===== src/rtl/head_flit_extractor.sv =====
// Registered flit stage that decodes head-flit fields into per-packet sideband
// and tracks head/body/tail framing, flagging framing violations.
module head_flit_extractor #(
    parameter int unsigned DATA_WIDTH  = 32,
    parameter int unsigned TYPE_WIDTH  = 2,
    parameter int unsigned DEST_LSB    = 0,
    parameter int unsigned DEST_WIDTH  = 4,
    parameter int unsigned SRC_LSB     = 4,
    parameter int unsigned SRC_WIDTH   = 4,
    parameter int unsigned COUNT_WIDTH = 8
) (
    input  logic                   clk,
    input  logic                   rst_n,
    input  logic [DATA_WIDTH-1:0]  flit_in,
    input  logic [TYPE_WIDTH-1:0]  flitType_in,
    input  logic                   valid_in,
    output logic                   ready_in,
    output logic [DATA_WIDTH-1:0]  flit_out,
    output logic [TYPE_WIDTH-1:0]  flitType_out,
    output logic                   valid_out,
    input  logic                   ready_out,
    output logic [DEST_WIDTH-1:0]  headDest,
    output logic [SRC_WIDTH-1:0]   headSrc,
    output logic                   headValid,
    output logic [COUNT_WIDTH-1:0] flitCount,
    output logic                   packetDone,
    output logic                   protocolError,
    input  logic                   errorClear
);

    localparam logic [TYPE_WIDTH-1:0] TypeIdle = TYPE_WIDTH'(0);
    localparam logic [TYPE_WIDTH-1:0] TypeHead = TYPE_WIDTH'(1);
    localparam logic [TYPE_WIDTH-1:0] TypeBody = TYPE_WIDTH'(2);
    localparam logic [TYPE_WIDTH-1:0] TypeTail = TYPE_WIDTH'(3);

    typedef enum logic [0:0] {StIdle, StInPacket} state_e;

    state_e                 stateQ, stateD;
    logic                   accept, forward, newError;
    logic                   validD, doneD, errorD;
    logic [DEST_WIDTH-1:0]  destD;
    logic [SRC_WIDTH-1:0]   srcD;
    logic [COUNT_WIDTH-1:0] countD, countInc;

    assign ready_in  = !valid_out || ready_out;
    assign accept    = valid_in && ready_in;
    assign forward   = accept && (flitType_in != TypeIdle);
    assign headValid = (stateQ == StInPacket);
    assign countInc  = (flitCount == '1) ? flitCount : flitCount + COUNT_WIDTH'(1);

    always_comb begin
        stateD   = stateQ;
        destD    = headDest;
        srcD     = headSrc;
        countD   = flitCount;
        doneD    = 1'b0;
        newError = 1'b0;
        validD   = forward ? 1'b1 : (ready_out ? 1'b0 : valid_out);
        if (accept) begin
            unique case (flitType_in)
                TypeHead: begin
                    // A head inside an open packet is an error but restarts the packet.
                    newError = (stateQ == StInPacket);
                    destD    = flit_in[DEST_LSB +: DEST_WIDTH];
                    srcD     = flit_in[SRC_LSB +: SRC_WIDTH];
                    countD   = COUNT_WIDTH'(1);
                    stateD   = StInPacket;
                end
                TypeBody: begin
                    if (stateQ == StInPacket) countD = countInc;
                    else newError = 1'b1;
                end
                TypeTail: begin
                    if (stateQ == StInPacket) begin
                        countD = countInc;
                        doneD  = 1'b1;
                        stateD = StIdle;
                    end else begin
                        newError = 1'b1;
                    end
                end
                default: ;
            endcase
        end
        // A new error takes priority over a simultaneous clear.
        errorD = newError || (protocolError && !errorClear);
    end

    always_ff @(posedge clk or negedge rst_n) begin
        if (!rst_n) begin
            stateQ        <= StIdle;
            flit_out      <= '0;
            flitType_out  <= '0;
            valid_out     <= 1'b0;
            headDest      <= '0;
            headSrc       <= '0;
            flitCount     <= '0;
            packetDone    <= 1'b0;
            protocolError <= 1'b0;
        end else begin
            stateQ        <= stateD;
            valid_out     <= validD;
            headDest      <= destD;
            headSrc       <= srcD;
            flitCount     <= countD;
            packetDone    <= doneD;
            protocolError <= errorD;
            if (forward) begin
                flit_out     <= flit_in;
                flitType_out <= flitType_in;
            end
        end
    end

endmodule


===== config.mk =====
export PLATFORM = sky130hd
export DESIGN_NAME = head_flit_extractor
export DESIGN_NICKNAME = d
export VERILOG_FILES = /design/src/rtl/head_flit_extractor.sv
export SDC_FILE = /design/constraint.sdc
export NUM_CORES = 1
export LEC_CHECK = 0
export ABC_CLOCK_PERIOD_IN_PS = 1900
export CAP_MARGIN = 20
export CORE_ASPECT_RATIO = 1.2
export CORE_MARGIN = 1
export CORE_UTILIZATION = 29
export DETAILED_ROUTE_END_ITERATION = 10
export GPL_TIMING_DRIVEN = 0
export PLACE_DENSITY = 0.66
export SYNTH_ARGS = -nofsm -noshare
export SYNTH_HDL_FRONTEND = slang
export SYNTH_SLANG_ARGS = --single-unit

===== constraint.sdc =====
create_clock -name clk -period 1.9 [get_ports clk]
set_input_delay 0.285 -clock clk [delete_from_list [all_inputs] [get_ports clk]]
set_output_delay 0.285 -clock clk [all_outputs]
set_load 0.05 [all_outputs]

==> metrics.cfg <==
[timing]
fmax_ghz = 0.5424
rsz0062_at_grt = false
slew_viol_final = 0
layout_setup_ws_ps = 56.43
hold_slack_ps = -16.23
slew_headroom = 0.5867
setup_violations = 0
worst_slew_pin_slew_ps = 619.9
hold_viol_final = 26
fin_skew_ps = 5.371
fin_crit_sh = 0.9703
period_needed_ps = 1844

[route]
vias = 1601
drtIter0Drc = 82
drc = 0
drtPass1Iterations = 4
ant_nets = 0
routedWlPerCell_um = 14.14
wl_mm = 4.894
via_per_inst = 4.627

[worst_setup_path]
crit_chain = clkdlybuf4s50_1
cp_top_family = buffers and inverters
critPathMaxStageDelay_ps = 830
crit_path_end_kind = output pin
crit_required_ps = 1620
arrival_ps = 1560
worst-setup-path-type = flip-flop to output pin
critical_path_peak_fanout = 5
cp-start-kind = flip-flop
cpMaxStageDelayCell = clkdlybuf4s50_1
path_buf_inv = 1

[synthesis]
synthXorXnorAreaFrac = 0.003926
synth_top_area_share = 0.6057
synthAdderAreaFrac = 0.005609
synth.most_common_cell = dfrtp_1
synth_nets = 196
ys_seq_area_frac = 0.6057
ys_warn_count = 0
syn_inst = 156
synth_common_cells = dfrtp_1, mux2_2, nand2_1
yosys.area_share.simple = 0.09086
synth_area_leaders = dfrtp_1, mux2_2, nand2_1
async_flop_share = 1.000
synth-seq-cells = 54
avgSynthCellArea_um2 = 14.30
synth-edff-count = 0
muxShareOfSynthArea = 0.2064
synth_top_area_cell = dfrtp_1
synth_cell_types = 33
synth_top_family_by_area = multiplexers
synth_compound_area_frac = 0.05945
syn-cell-area_um2 = 2231
synth_ff_type = dfrtp_1

[placement]
gp_congestion = 0.7832
dp_slack_ps = -180.9
io_buffers = 91
dpl_cell_area_um2 = 3269
hpwl_mm = 3.603
place_inst = 338

[power]
finalPower_mw = 3.884
p_per_area_nw_per_um2 = 1150
ir_drop_mv = 0.5426
p_int_mw = 2.352
sw_frac_of_total = 0.3944
seq_power_share = 0.384
pwr-share-clk = 0.197
p_comb_frac = 0.419
p_switching_mw = 1.532
leakage_nw = 1.454

[min_path]
hold_class = primary input to async pin

[clock_network]
clockBufferDepth = 2
cts_tree = done
cts.reportedPaths.clkPinSlew_ps = 90
cts_buffers = 5
ctsHoldBuffers = 0
worstSkewPairLatency_ps = 310
root_buffer = clkbuf_8
cts_max_level = 2
numClockSinks = 54

[job]
maxCapViolations = 0

[floorplanning]
core_region_area_um2 = 7360
ios = 94
start_util = 0.3031
die_h_um = 98.08
die_w_um = 82.07
die_area_um2 = 8049
rows = 34

[global_routing]
grt_max_degree = 29
grt_pass1_vias = 1668
overflow = 0
grt_util_all_layers = 0.1341
grt_pass1_wl_mm = 8.197
antenna_found_initial = 0

[outcome]
violations = hold timing
outcome = finished, violations left

[finish]
area_delta_synth_final_pct = 51.43
nets = 295
drive_gt1_frac = 0.2461
final_area_um2 = 3378
fillers = 687
stdcell_count = 346
diodes = 0

==> area by class of cell <==
cell class                      count  area [um^2]  area share
Clock buffer                        5        68.82     0.02037
Timing Repair Buffer               92        925.9      0.2741
Multi-Input combinational cell     94        817.0      0.2419
Tap cell                           90        112.6     0.03333
Buffer                              6        55.05     0.01630
Inverter                            2        7.507    0.002222
Sequential cell                    54         1351      0.4000
Clock inverter                      3        40.04     0.01185
==> through the flow <==
step                      hold slack, ps  utilization  setup TNS (ps)
after floorplan                   -10.59            -               0
after global placement             464.1       0.4422          -65640
after detailed placement           345.4       0.4442          -180.9
after CTS                          5.976       0.4583               0
after global routing               19.52       0.4590               0
final                             -16.23       0.4590               0
==> registers in the layout (all words and copies together), names as in the netlist <==
signal and count:
flitType_out 2, headDest 4, packetDone 1, flitCount 8, valid_out 1, flit_out 32, headValid 1, headSrc 4
protocolError 1
==> kinds of logic (layout without fill, tap and decap cells) <==
| logic type | Yosys count | count (layout) |
|---|---|---|
| AND/OR/NAND/NOR | 36 | 36 |
| adder cells (fa/ha/maj) | 1 | 1 |
| buffers and inverters | 8 | 108 |
| flip-flops | 54 | 54 |
| XOR/XNOR | 1 | 1 |
| AO/OA/AOI/OAI | 15 | 15 |
| multiplexers | 41 | 41 |
==> timing repair <==
item                                   CTS  global route
endpoints found under the hold margin    0             0
setup endpoints to repair                4             2
gates resized for setup                  4             2
setup buffers                            0             0
==> routing by layer <==
metal  up-vias  track usage  routed length [um]
met5         -            0                   0
met4         0      0.04453                   8
met3         2      0.05234                 408
met2        61       0.2072                2387
met1       785       0.1689                2090
li1        753            -                   -
==> power by group through the flow <==
stage / registers [mW] / logic [mW] / clock network [mW]
3_5_place_dp: 1.51 / 1.65 / 0
6_report: 1.49 / 1.63 / 0.763
5_1_grt: 1.53 / 1.71 / 0.842
2_1_floorplan: 2.26 / 0.298 / 0
3_3_place_gp: 1.51 / 1.64 / 0
4_1_cts: 1.49 / 1.65 / 0.803
==> cell usage in the layout, fill, tap and decap left out, types with 2 or more instances in the layout <==
| cell type | n |
|---|---|
| a22o_2 | 2 |
| a31oi_1 | 3 |
| buf_12 | 2 |
| buf_2 | 2 |
| buf_4 | 4 |
| clkbuf_8 | 5 |
| clkdlybuf4s50_1 | 84 |
| clkinv_2 | 2 |
| dfrtp_1 | 54 |
| dlygate4sd2_1 | 4 |
| dlymetal6s2s_1 | 2 |
| inv_1 | 2 |
| mux2_1 | 3 |
| mux2_2 | 37 |
| nand2_1 | 12 |
| nand3_1 | 7 |
| nand4_1 | 2 |
| nor2_1 | 5 |
| nor3_1 | 2 |
| o21ai_0 | 3 |
==> worst paths after layout <==
path / slack [ps] / startpoint / end / cells past startpoint
max: 60 / flitCount[5]$_DFFE_PN0P_ / flitCount[5] / 1
min reg2reg: 490 / flitType_out[1]$_DFFE_PN0P_ / flitType_out[1]$_DFFE_PN0P_ / 2
max in group asynchronous: 1360 / rst_n / flit_out[0]$_DFFE_PN0P_ / 2
min: -20 / rst_n / flitCount[4]$_DFFE_PN0P_ / 1
min in group clk: 270 / flitType_in[1] / packetDone$_DFF_PN0_ / 3
max reg2reg: 330 / flitCount[0]$_DFFE_PN0P_ / flitCount[6]$_DFFE_PN0P_ / 5
Note: power is estimated with default switching activity, not from simulation.
